--- config.mk ---
export PLATFORM = sky130hd
export DESIGN_NAME = fifo_multimode
export DESIGN_NICKNAME = d
export VERILOG_FILES = /design/src/rtl/fifo_multimode.sv
export SDC_FILE = /design/constraint.sdc
export NUM_CORES = 2
export LEC_CHECK = 0
export ABC_AREA = 0
export CAP_MARGIN = 20
export CORE_MARGIN = 2
export CORE_UTILIZATION = 42
export CTS_CLUSTER_SIZE = 40
export DETAILED_ROUTE_END_ITERATION = 16
export GPL_ROUTABILITY_DRIVEN = 0
export PLACE_DENSITY = 0.57
export SETUP_SLACK_MARGIN = 0.05
export SLEW_MARGIN = 30
export SYNTH_ARGS = -nofsm -noshare
export SYNTH_HDL_FRONTEND = slang
export SYNTH_SLANG_ARGS = --single-unit
export TNS_END_PERCENT = 5
--- constraint.sdc ---
create_clock -name clk -period 5.6 [get_ports clk]
set_input_delay 1.12 -clock clk [delete_from_list [all_inputs] [get_ports clk]]
set_output_delay 1.12 -clock clk [all_outputs]
set_load 0.05 [all_outputs]
--- src/rtl/fifo_multimode.sv ---
// Synchronous FIFO with a standard registered-read mode and a first-word-fall-through mode.
// In FWFT mode the head word sits in the dout register; count includes that word.
module fifo_multimode #(
   parameter int DATA_WIDTH   = 64,
   parameter int ADDR_WIDTH   = 5,
   parameter int FWFT         = 0,
   parameter int AFULL_LEVEL  = (1 << ADDR_WIDTH) - 2,
   parameter int AEMPTY_LEVEL = 2
) (
   input  logic                  clk,
   input  logic                  rst_n,
   input  logic                  wr_en,
   input  logic [DATA_WIDTH-1:0] din,
   input  logic                  rd_en,
   input  logic                  clr_err,
   output logic [DATA_WIDTH-1:0] dout,
   output logic                  dout_valid,
   output logic                  full,
   output logic                  empty,
   output logic                  almost_full,
   output logic                  almost_empty,
   output logic [ADDR_WIDTH:0]   count,
   output logic                  overflow,
   output logic                  underflow
);

   localparam int DEPTH = 1 << ADDR_WIDTH;
   localparam logic [ADDR_WIDTH:0] DEPTH_CNT  = (ADDR_WIDTH + 1)'(DEPTH);
   localparam logic [ADDR_WIDTH:0] AFULL_CNT  = (ADDR_WIDTH + 1)'(AFULL_LEVEL);
   localparam logic [ADDR_WIDTH:0] AEMPTY_CNT = (ADDR_WIDTH + 1)'(AEMPTY_LEVEL);

   logic [DATA_WIDTH-1:0] mem [DEPTH];
   logic [ADDR_WIDTH-1:0] wr_ptr, rd_ptr;
   logic [ADDR_WIDTH:0]   count_next, mem_count;
   logic                  wr_acc, rd_acc, mem_rd, mem_wr, bypass, load_out;
   logic                  dout_valid_next, ovf_evt, unf_evt;

   assign full    = (count == DEPTH_CNT);
   assign empty   = (FWFT != 0) ? !dout_valid : (count == '0);
   assign ovf_evt = wr_en && full;
   assign unf_evt = (FWFT == 0) && rd_en && empty;

   // NOTE: every signal gets a default before any branch so no path leaves it unassigned (no latches).
   always_comb begin
      wr_acc          = wr_en && !full;
      rd_acc          = 1'b0;
      mem_rd          = 1'b0;
      mem_wr          = 1'b0;
      bypass          = 1'b0;
      load_out        = 1'b0;
      dout_valid_next = 1'b0;
      mem_count       = count;
      if (FWFT != 0) begin
         // Words in the array exclude the one already presented on dout.
         mem_count       = count - {{ADDR_WIDTH{1'b0}}, dout_valid};
         rd_acc          = rd_en && dout_valid;
         load_out        = !dout_valid || rd_acc;
         mem_rd          = load_out && (mem_count != '0);
         bypass          = load_out && (mem_count == '0) && wr_acc;
         mem_wr          = wr_acc && !bypass;
         dout_valid_next = load_out ? (mem_rd || bypass) : 1'b1;
      end else begin
         rd_acc          = rd_en && !empty;
         mem_rd          = rd_acc;
         mem_wr          = wr_acc;
         dout_valid_next = rd_acc;
      end
      unique case ({wr_acc, rd_acc})
         2'b10:   count_next = count + 1'b1;
         2'b01:   count_next = count - 1'b1;
         default: count_next = count;
      endcase
   end

   // NOTE: sequential state uses non-blocking assignments so every register samples pre-edge values.
   always_ff @(posedge clk or negedge rst_n) begin
      if (!rst_n) begin
         wr_ptr       <= '0;
         rd_ptr       <= '0;
         count        <= '0;
         almost_full  <= 1'b0;
         almost_empty <= 1'b1;
         overflow     <= 1'b0;
         underflow    <= 1'b0;
         dout         <= '0;
         dout_valid   <= 1'b0;
      end else begin
         if (mem_wr) wr_ptr <= wr_ptr + 1'b1;
         if (mem_rd) rd_ptr <= rd_ptr + 1'b1;
         count        <= count_next;
         almost_full  <= (count_next >= AFULL_CNT);
         almost_empty <= (count_next <= AEMPTY_CNT);
         // An error in the same cycle as clr_err wins over the clear.
         overflow     <= ovf_evt || (overflow && !clr_err);
         underflow    <= unf_evt || (underflow && !clr_err);
         if (mem_rd)      dout <= mem[rd_ptr];
         else if (bypass) dout <= din;
         dout_valid   <= dout_valid_next;
      end
   end

   // NOTE: the storage array has no reset so it maps onto RAM; count and pointers define validity.
   always_ff @(posedge clk) begin
      if (mem_wr) mem[wr_ptr] <= din;
   end

endmodule

==> out/qor.yml <==
critical_path:
  startpoint_type: "flop"
  critPathKind: "flop to output pin"
  worstPathMaxFanout: 9
  worstSetupEndpointType: "output pin"
  required_ns: 4.48
  r2r_cells: 6
  cp.arrival_ns: 3.19
die:
  ios: 146
  core_mm2: 0.1906
  dieArea_mm2: 0.1959
  fp.dieW_um: 442.6
  die_y_um: 442.6
  rows: 160
  initial_core_util_pct: 42.40
sta:
  setup_viol: 0
  relSlewSlack_pct: 41.97
  rsz0062_at_grt: "false"
  fmax_mhz: 232.0
  skew_ns: 0.03298
  worstMarginPinSlew_ns: 0.8705
  post-route-period-util_pct: 76.97
  drv_slew: 0
  fin_crit_ns: 4.310
  fin_tns_setup_ns: 0
  fin_ws_ns: 1.290
  hold_viol: 0
place:
  placed_area_mm2: 0.08672
  dp_cells: 5914
  dp_hpwl_um: 111100
  pre_cts_ws_ns: 1.732
  numPortBuffers: 145
run_status:
  outcome: "complete, no violations"
clocking:
  cts_tree: "built"
  root_buffer: "clkbuf_16"
  ctsHoldBuffers: 0
  clk_pin_slew_worst_paths_ns: 0.07
  ctsLongestPathBuffers: 3
  ctsResizeCount: 0
  clock_sinks: 2133
  cts_buffers: 212
  postCtsSetupRepairBufs: 0
  htree_levels: 4
  clk_latency_ns: 0.86
grt:
  grt_max_degree: 84
  antenna_found_initial: 20
  grt_pass1_vias: 37080
  overflow: 0
  grtUsageTotal_pct: 20.39
  grt_pass1_wl_um: 283600
synthesis:
  synth.distinct_cells: 50
  syn_nets: 3346
  syn_area_per_cell_um2: 24.71
  synth_flop_cell: "edfxtp_1"
  ys_seq_area_share_pct: 78.74
  ys_ff_latch: 2133
  ys_async_sr_fraction_pct: 3.985
  synth_cells: 3270
  syn_area_mm2: 0.08080
  synth_edf_count: 2048
  synth_warnings: 0
power:
  share_comb_of_total_power_pct: 29.2
  clkPwrFrac_pct: 29.8
  seqPwrFrac_pct: 41.1
  p_leak_nw: 29.26
  power.switching_w: 0.01438
  switching_share_pct: 30.37
  cell_internal_pwr_w: 0.03297
  powerDensity_mw_per_mm2: 505.7
  ir_worst_vdd_uv: 384.4
final_layout:
  layout_common_cells: "edfxtp_1 (2,048), mux4_2 (640), clkbuf_16 (215)"
  areaGrowthSynthToFinish_pct: 15.87
  final_area_mm2: 0.09362
  stdcell_count: 6314
  drive_gt1_share_pct: 31.20
  final_common_cell: "edfxtp_1"
  finish.utilization_pct: 49.12
  finalNetCount: 3693
drt:
  via_per_inst: 5.780
  ant_nets: 0
  route.detailed.drc: 0
  totalWireLength_um: 199000
  drtIter0Drc: 3950
  wl_per_cell_um: 31.52
  via_count: 36490
  drt_first_pass_iters: 7
min_path:
  hp-class: "primary input to asynchronous set/reset pin"
flow_run:
  max-cap-violations: 0
[metrics by stage]
step                total power, W  hold WS, ns
global placement           0.03388       0.4645
finish                     0.04734       0.2497
global route               0.04920       0.2628
detailed placement         0.03393       0.4704
CTS                        0.04801       0.2263
floorplan                  0.02867       0.5426
[kinds of logic after synthesis]
group,share of synthesized area [%]
AOI/OAI and AO/OA,0.6210
adders and majority gates,0.1084
buffers and inverters,0.9709
xor gates and xnor gates,0.1301
DFF,78.74
muxes,18.65
and+or+nand+nor,0.7804
[cells in the mapped netlist (2+ instances only)]
library cell,count,share of area (%)
nand3_1,4,0.025
buf_4,4,0.037
or3_1,3,0.023
clkbuf_1,94,0.44
and4_1,2,0.022
inv_1,7,0.033
nand2b_1,3,0.023
a21oi_1,5,0.031
buf_1,16,0.074
dfrtp_1,84,2.6
o21ai_0,68,0.42
buf_2,60,0.37
nand2_1,77,0.36
nand3b_1,2,0.019
nor2_1,35,0.16
xnor2_1,9,0.098
xor2_1,3,0.033
a22o_1,2,0.022
mux2i_1,64,0.79
nor4_1,2,0.015
ha_1,7,0.11
mux4_2,640,18
edfxtp_1,2048,76
nor3_1,3,0.019
nand4_1,3,0.023
[layer usage]
metal | GRT usage [%] | vias to the layer above | wire length, um
met3 | 4.341 | 255 | 14370
met5 | 0 | - | 13
met2 | 31.95 | 1292 | 95190
met1 | 29.44 | 20130 | 85340
li1 | - | 14810 | -
met4 | 4.860 | 2 | 4099
[power by group through the flow]
stage          combinational (W)  sequential (W)  clock [W]
2_1_floorplan            0.00836          0.0203          0
3_3_place_gp              0.0141          0.0198          0
3_5_place_dp              0.0141          0.0198          0
4_1_cts                   0.0142          0.0195     0.0144
5_1_grt                   0.0146          0.0196     0.0150
6_report                  0.0138          0.0194     0.0141
[state kept, by name (all words and copies together), names as in the netlist]
register and cells:
underflow 1, almost_full 1, dout 64, almost_empty 1
overflow 1, rd_ptr 5, mem 2048, wr_ptr 5
count 6, dout_valid 1
[path summary, 6_finish.rpt]
| path | startpoint | to | slack (ns) |
|---|---|---|---|
| setup / recovery | count[0] | empty | 1.29 |
| setup reg to reg | rd_ptr[0] | dout[6] | 2.17 |
| hold / removal | rst_n | underflow | 0.25 |
| min in group clk | dout[44] | dout[44] | 0.48 |
| max in group asynchronous | rst_n | dout[22] | 4.15 |
| hold reg to reg | dout[44] | dout[44] | 0.48 |
[critical path, stage by stage (launching register included)]
cell and delay (ns):
dfrtp_1 0.50, or4_4 0.61, nor3_1 0.33, clkdlybuf4s50_1 0.89
[cell type report]
class,count,area (um^2)
multi-input combinational,954,16630
fill,15050,96960
clock buffer,288,5844
antenna,5,12.51
timing repair buffer,308,3248
inverter,8,30.03
clock inverter,107,1069
sequential,2133,63650
tap,2511,3142
No activity file was read; power rests on OpenSTA's default activity.
